[config.mk]
export PLATFORM = sky130hd
export DESIGN_NAME = timer_arbiter_flat
export DESIGN_NICKNAME = d
export VERILOG_FILES = /design/src/rtl/timer_arbiter_pkg.sv /design/src/rtl/timer_arbiter_if.sv /design/src/rtl/counter_en.sv /design/src/rtl/timer_arbiter.sv /design/src/flat_wrapper.sv
export VERILOG_INCLUDE_DIRS = /design/src /design/src/rtl
export SDC_FILE = /design/constraint.sdc
export NUM_CORES = 1
export LEC_CHECK = 0
export ABC_CLOCK_PERIOD_IN_PS = 8250
export BUFFER_PORTS_ARGS = -buffer_cell sky130_fd_sc_hd__buf_4
export CAP_MARGIN = 25
export CORE_ASPECT_RATIO = 0.9
export CORE_MARGIN = 2
export CORE_UTILIZATION = 54
export DETAILED_ROUTE_END_ITERATION = 10
export GPL_TIMING_DRIVEN = 1
export HOLD_SLACK_MARGIN = 0.05
export PLACE_DENSITY_LB_ADDON = 0.08
export SETUP_SLACK_MARGIN = 0.02
export SYNTH_ARGS = -nofsm -noshare
export SYNTH_HDL_FRONTEND = slang
export SYNTH_SLANG_ARGS = --single-unit
[constraint.sdc]
create_clock -name i_clk -period 8.25 [get_ports i_clk]
set_clock_uncertainty 0.1 [all_clocks]
set_input_delay 0.825 -clock i_clk [delete_from_list [all_inputs] [get_ports i_clk]]
set_output_delay 0.825 -clock i_clk [all_outputs]
set_load 0.02 [all_outputs]
[src/rtl/timer_arbiter_defs.svh]
// Shared state encodings for the timer arbiter FSM.
`ifndef TIMER_ARBITER_DEFS_SVH
`define TIMER_ARBITER_DEFS_SVH

`define ST_IDLE 1'b0
`define ST_RUN  1'b1

`endif

[src/rtl/timer_arbiter_pkg.sv]
// Types and helpers shared by the timer arbiter and its bench.
// No ports; provides the FSM state type and a modulo-N increment.
`include "timer_arbiter_defs.svh"

package timer_arbiter_pkg;

    typedef enum logic {
        IDLE = `ST_IDLE,
        RUN  = `ST_RUN
    } state_t;

    // Next round-robin position after idx, wrapping at n.
    function automatic int unsigned wrap_inc(input int unsigned idx, input int unsigned n);
        return ((idx + 1) >= n) ? 0 : (idx + 1);
    endfunction

endpackage

[src/rtl/timer_arbiter_if.sv]
// Requester-side bus of the timer arbiter.
// i_req/i_delay come from the requesters; o_grant/o_done/o_busy/o_count
// go back to them. slave = arbiter side, master = requester side.
interface timer_arbiter_if #(
    parameter int unsigned NUM_REQ   = 4,
    parameter int unsigned CNT_WIDTH = 8
);
    logic [NUM_REQ-1:0]           i_req;
    logic [NUM_REQ*CNT_WIDTH-1:0] i_delay;
    logic [NUM_REQ-1:0]           o_grant;
    logic [NUM_REQ-1:0]           o_done;
    logic                         o_busy;
    logic [CNT_WIDTH-1:0]         o_count;

    modport slave  (input  i_req, i_delay, output o_grant, o_done, o_busy, o_count);
    modport master (output i_req, i_delay, input  o_grant, o_done, o_busy, o_count);
endinterface

[src/rtl/counter_en.sv]
// Up-counter with synchronous clear and count enable.
// Ports: i_clk, i_reset (async, active-high), i_clear (sync, wins over
// enable), i_enable, o_count (registered value).
module counter_en #(
    parameter int unsigned WIDTH = 8
) (
    input  logic             i_clk,
    input  logic             i_reset,
    input  logic             i_clear,
    input  logic             i_enable,
    output logic [WIDTH-1:0] o_count
);

    always_ff @(posedge i_clk or posedge i_reset) begin
        if (i_reset) begin
            o_count <= '0;
        end else if (i_clear) begin
            o_count <= '0;
        end else if (i_enable) begin
            o_count <= o_count + WIDTH'(1);
        end
    end

endmodule

[src/rtl/timer_arbiter.sv]
// Round-robin arbiter sharing one delay counter between NUM_REQ requesters.
// Ports: i_clk, i_reset (async, active-high), bus (slave side):
//   i_req level requests, i_delay packed per-requester delays,
//   o_grant one-hot grant, o_done one-cycle completion pulse,
//   o_busy high while running, o_count current timer value.
module timer_arbiter
    import timer_arbiter_pkg::*;
#(
    parameter int unsigned NUM_REQ   = 4,
    parameter int unsigned CNT_WIDTH = 8
) (
    input  logic            i_clk,
    input  logic            i_reset,
    timer_arbiter_if.slave  bus
);

    localparam int unsigned IDX_W = $clog2(NUM_REQ);

    state_t               state_q,  state_d;
    logic [IDX_W-1:0]     winner_q, winner_d;
    logic [IDX_W-1:0]     ptr_q,    ptr_d;
    logic [CNT_WIDTH-1:0] dlast_q,  dlast_d;
    logic [NUM_REQ-1:0]   grant_q,  grant_d;
    logic [NUM_REQ-1:0]   done_q,   done_d;
    logic                 busy_q,   busy_d;

    logic [CNT_WIDTH-1:0] count;
    logic                 cnt_clear_c;
    logic                 cnt_enable_c;
    logic                 win_valid_c;
    logic [IDX_W-1:0]     win_c;
    logic [CNT_WIDTH-1:0] delay_sel_c;

    counter_en #(.WIDTH(CNT_WIDTH)) u_counter (
        .i_clk    (i_clk),
        .i_reset  (i_reset),
        .i_clear  (cnt_clear_c),
        .i_enable (cnt_enable_c),
        .o_count  (count)
    );

    // First active request at or above the pointer, wrapping.
    always_comb begin : arb_search
        int unsigned idx;
        win_valid_c = 1'b0;
        win_c       = '0;
        idx         = 0;
        for (int unsigned i = 0; i < NUM_REQ; i++) begin
            idx = 32'(ptr_q) + i;
            if (idx >= NUM_REQ) begin
                idx = idx - NUM_REQ;
            end
            if (!win_valid_c && bus.i_req[IDX_W'(idx)]) begin
                win_valid_c = 1'b1;
                win_c       = IDX_W'(idx);
            end
        end
    end

    // Delay of the candidate winner; constant slices keep the mux simple.
    always_comb begin
        delay_sel_c = '0;
        for (int unsigned k = 0; k < NUM_REQ; k++) begin
            if (win_c == IDX_W'(k)) begin
                delay_sel_c = bus.i_delay[k*CNT_WIDTH +: CNT_WIDTH];
            end
        end
    end

    // Next state and registered-output values.
    always_comb begin
        state_d      = state_q;
        winner_d     = winner_q;
        ptr_d        = ptr_q;
        dlast_d      = dlast_q;
        grant_d      = '0;
        done_d       = '0;
        busy_d       = 1'b0;
        cnt_clear_c  = 1'b1;
        cnt_enable_c = 1'b0;

        case (state_q)
            IDLE: begin
                if (win_valid_c) begin
                    winner_d = win_c;
                    // Zero delay runs as one cycle; terminal compare is D-1.
                    dlast_d  = (delay_sel_c == '0) ? '0 : (delay_sel_c - CNT_WIDTH'(1));
                    grant_d  = NUM_REQ'(1) << win_c;
                    busy_d   = 1'b1;
                    ptr_d    = IDX_W'(wrap_inc(32'(win_c), NUM_REQ));
                    state_d  = RUN;
                end
            end
            RUN: begin
                if (!bus.i_req[winner_q]) begin
                    // Withdrawn: drop silently, pointer already advanced.
                    state_d = IDLE;
                end else if (count == dlast_q) begin
                    done_d[winner_q] = 1'b1;
                    state_d          = IDLE;
                end else begin
                    grant_d      = grant_q;
                    busy_d       = 1'b1;
                    cnt_clear_c  = 1'b0;
                    cnt_enable_c = 1'b1;
                end
            end
            default: state_d = IDLE;
        endcase
    end

    always_ff @(posedge i_clk or posedge i_reset) begin
        if (i_reset) begin
            state_q  <= IDLE;
            winner_q <= '0;
            ptr_q    <= '0;
            dlast_q  <= '0;
            grant_q  <= '0;
            done_q   <= '0;
            busy_q   <= 1'b0;
        end else begin
            state_q  <= state_d;
            winner_q <= winner_d;
            ptr_q    <= ptr_d;
            dlast_q  <= dlast_d;
            grant_q  <= grant_d;
            done_q   <= done_d;
            busy_q   <= busy_d;
        end
    end

    assign bus.o_grant = grant_q;
    assign bus.o_done  = done_q;
    assign bus.o_busy  = busy_q;
    assign bus.o_count = count;

endmodule

[src/flat_wrapper.sv]
// flat-port wrapper written by rule: the top's interface ports become plain ports
module timer_arbiter_flat import timer_arbiter_pkg::*;
#(
    parameter int unsigned NUM_REQ   = 4,
    parameter int unsigned CNT_WIDTH = 8
)
  (i_clk, i_reset, bus_i_req, bus_i_delay, bus_o_grant, bus_o_done, bus_o_busy, bus_o_count);
  timer_arbiter_if #(.NUM_REQ(NUM_REQ), .CNT_WIDTH(CNT_WIDTH)) bus_i ();
  input  logic i_clk;
  input  logic i_reset;
  input wire logic [$bits(bus_i.i_req)-1:0] bus_i_req;
  input wire logic [$bits(bus_i.i_delay)-1:0] bus_i_delay;
  output wire logic [$bits(bus_i.o_grant)-1:0] bus_o_grant;
  output wire logic [$bits(bus_i.o_done)-1:0] bus_o_done;
  output wire logic [$bits(bus_i.o_busy)-1:0] bus_o_busy;
  output wire logic [$bits(bus_i.o_count)-1:0] bus_o_count;
  assign bus_i.i_req = bus_i_req;
  assign bus_i.i_delay = bus_i_delay;
  assign bus_o_grant = bus_i.o_grant;
  assign bus_o_done = bus_i.o_done;
  assign bus_o_busy = bus_i.o_busy;
  assign bus_o_count = bus_i.o_count;
  timer_arbiter #(.NUM_REQ(NUM_REQ), .CNT_WIDTH(CNT_WIDTH)) u_core (.i_clk(i_clk), .i_reset(i_reset), .bus(bus_i));
endmodule
==> flow_metrics.tcl <==
set metrics [dict create \
    final_cell_mix "54 x buf_4, 29 x dfrtp_1, 27 x nand2_1" \
    rrSetupSlack_ns 4.51 \
    relSlewSlack_pct 50.27 \
    worst-r2r-cell-count 12 \
    finalMaxSlewViolations 0 \
    syn_nets 232 \
    cts_htree_levels 2 \
    layout_commonest_cell "buf_4" \
    cp_num_buf_inv 3 \
    place_inst 279 \
    path_cells "buf_4 -> inv_1 -> a22oi_1 -> o221ai_1 -> or2_2 -> inv_1 -> ha_1 -> nor2b_1 -> a221o_1 -> a222oi_1 -> nand4_1 -> nor4b_1 -> a221o_1" \
    grt.met2_usage_pct 42.86 \
    status "finished clean" \
    finalWeightedCongestion 0.8294 \
    worst_setup_path_endpoint "u_core.dlast_q[7]" \
    rsz0062_at_grt "false" \
    met3_usage_pct 5.917 \
    grt_pass1_wl_um 6644 \
    timing.rr.start "u_core.ptr_q[1]" \
    top_usage_layer "met2" \
    met1_usage_pct 26.19 \
    crit_fanout 12 \
    clock-root-buffer "clkbuf_4" \
    cts_tree "done" \
    rows 19 \
    critPathTopFamily "compound AO/OA/AOI/OAI gates" \
    postCtsSetupBuffers 0 \
    grt_max_degree 22 \
    r2r_end "u_core.dlast_q[7]" \
    hold_class "in2async" \
    diodes 0 \
    dp_hpwl_um 3139 \
    overflow 0 \
    clock_latency_ns 0.33 \
    ys_seq_elements 29 \
    muxShareOfSynthArea_pct 1.899 \
    drive_gt1_share_pct 29.10 \
    post-route-drc-count 0 \
    cpPeakStageDelay_ns 0.70 \
    ir_drop_uv 185.1 \
    fmax_mhz 256.7 \
    synth_adder_area_share_pct 5.113 \
    die_y_um 57.43 \
    numCtsBuffers 5 \
    clkSlewWorstSetupHoldPaths_ns 0.09 \
    firstDrtPassIters 4 \
    p_per_area_nw_per_um2 328.0 \
    io_buffers 54 \
    start_util_pct 56.29 \
    via_count 1587 \
    maxCapViolations 0 \
    antenna_found_initial 0 \
    hold_viol 0 \
    arrival_ns 4.05 \
    ys.warnings.count 0 \
    nets 289 \
    antenna_left 0 \
    timing.critical_path.from "bus_i_req[3]" \
    synth-compound-area-share_pct 19.94 \
    synthSimpleGateAreaFrac_pct 18.04 \
    fp.dieW_um 63.37 \
    dieArea_um2 3639 \
    viasPerCell 5.549 \
    ctsHoldBuffers 0 \
    instances_no_fill 286 \
    clockBufferDepth 2 \
    tightest_slew_ns 0.7460 \
    core-area_um2 3043 \
    p_leak_nw 1.091 \
    synth_top_family_by_area "compound AO/OA/AOI/OAI gates" \
    ios 55 \
    min_period_over_period_pct 47.22 \
    syn_to_final_growth_pct 30.46 \
    grt_usage_pct 23.16 \
    ys_seq_area_share_pct 42.37 \
    setup_violations 0 \
    synth_cell_types 36 \
    clock-sinks 29 \
    grt_pass1_vias 1598 \
    wl_per_cell_um 13.68 \
    start_kind "input port" \
    syn_inst 187 \
    period_minus_slack_ns 3.896 \
    ctsResizeCount 0 \
    cp_num_cells 13 \
    end_kind "flip-flop" \
    setup-tns-final_ns 0 \
    path_class "in2reg" \
    routed_wirelength_um 3912 \
    drtIter0Drc 53 \
    cp_data_required_time_ns 8.41 \
    syn_area_per_cell_um2 9.160 \
    synth_xor_xnor_area_share_pct 8.692 \
    critical_path.slowest_cell "a222oi_1" \
    synthesis.area_um2 1713 \
]
power breakdown:
part,total [W],switching (W),internal [W]
clock network,0.0000852,0.0000450,0.0000401
logic,0.000417,0.000236,0.000180
registers,0.000231,0.0000420,0.000189
total,0.000733,0.000324,0.000409
sequential cells by signal, summed over array words and instances (netlist names):
signal,cells
u_core.bus.o_done,4
u_core.bus.o_grant,4
u_core.dlast_q,8
u_core.ptr_q,2
u_core.state_q,1
u_core.u_counter.o_count,8
u_core.winner_q,2
synth_stat cells:
| library cell | instances | area share, % |
|---|---|---|
| nand2_1 | 27 | 5.9 |
| o21ai_0 | 9 | 2.6 |
| nand3_1 | 8 | 2.3 |
| dfrtp_1 | 29 | 42 |
| a22oi_1 | 3 | 1.3 |
| nor2b_1 | 1 | 0.37 |
| a21oi_1 | 4 | 1.2 |
| nor2_1 | 17 | 3.7 |
| inv_1 | 13 | 2.8 |
| nor4_1 | 4 | 1.5 |
| ha_1 | 7 | 5.1 |
| a21o_1 | 1 | 0.44 |
| or2_2 | 2 | 0.73 |
| mux2i_1 | 1 | 0.58 |
| nand4_1 | 3 | 1.1 |
| nor4b_1 | 2 | 1.0 |
| xor2_1 | 12 | 6.1 |
| a222oi_1 | 1 | 0.58 |
| a221o_1 | 3 | 1.8 |
| and3_1 | 1 | 0.37 |
| o221ai_1 | 3 | 1.5 |
| or2_1 | 1 | 0.37 |
| a31oi_1 | 2 | 0.73 |
| o21ai_1 | 5 | 1.5 |
| xnor2_1 | 5 | 2.6 |
| o211ai_1 | 1 | 0.44 |
| a211oi_1 | 2 | 0.88 |
| o22ai_1 | 1 | 0.37 |
| clkbuf_1 | 5 | 1.1 |
| mux4_2 | 1 | 1.3 |
| o22a_1 | 5 | 2.6 |
| a21boi_0 | 1 | 0.44 |
| a21o_2 | 1 | 0.51 |
| or2b_4 | 1 | 0.66 |
| a221o_2 | 4 | 2.6 |
| a31o_2 | 1 | 0.51 |
worst min path at each step:
stage / from / to / cells past startpoint
finish: i_reset / u_core.u_counter.o_count[5] / 2
global placement: u_core.dlast_q[0] / u_core.dlast_q[0] / 2
floorplan: u_core.dlast_q[0] / u_core.dlast_q[0] / 2
CTS: i_reset / u_core.u_counter.o_count[5] / 2
detailed placement: u_core.dlast_q[0] / u_core.dlast_q[0] / 2
global route: i_reset / u_core.u_counter.o_count[5] / 2
layout make-up:
| cell class | instances | area, µm² |
|---|---|---|
| Clock buffer | 7 | 55.05 |
| Fill cell | 249 | 808.3 |
| Inverter | 13 | 48.80 |
| Multi-Input combinational cell | 140 | 919.6 |
| Sequential cell | 29 | 725.7 |
| Tap cell | 42 | 52.55 |
| Timing Repair Buffer | 55 | 432.9 |
cells by family (layout without fill, tap and decap cells):
logic type / Yosys count / count (layout)
xor+xnor: 17 / 17
mux: 2 / 2
fa+ha+maj: 7 / 7
flops: 29 / 29
compound gates: 47 / 47
buf+inv: 18 / 75
simple gates: 67 / 67
metal layers:
layer  wire [µm]  share of wire, %  vias up
li1            -                 -      781
met1        1601                41      740
met2        2033                52       58
met3         227               5.8        8
met4          49               1.3        0
met5           0                 0        -
worst reg2reg max path, delay by kind of cell (launching register included):
family	cells	cell delay, ns
adders and majority gates	1	0.38
and+or+nand+nor	4	1.06
AOI/OAI and AO/OA	5	1.52
DFF	1	0.43
buffers and inverters	2	0.18
through the flow:
step	hold slack [ns]	area, µm²	util [%]	total power (W)	setup WS [ns]
global placement	0.3908	2152	70.72	0.0006306	4.255
finish	0.3909	2235	73.44	0.0007329	4.354
floorplan	0.3658	1713	-	0.0005397	4.620
CTS	0.3965	2235	73.44	0.0007369	4.428
global route	0.4215	2235	73.44	0.0007996	4.061
detailed placement	0.3958	2180	71.63	0.0006472	4.102
No activity file was read; power rests on OpenSTA's default activity.
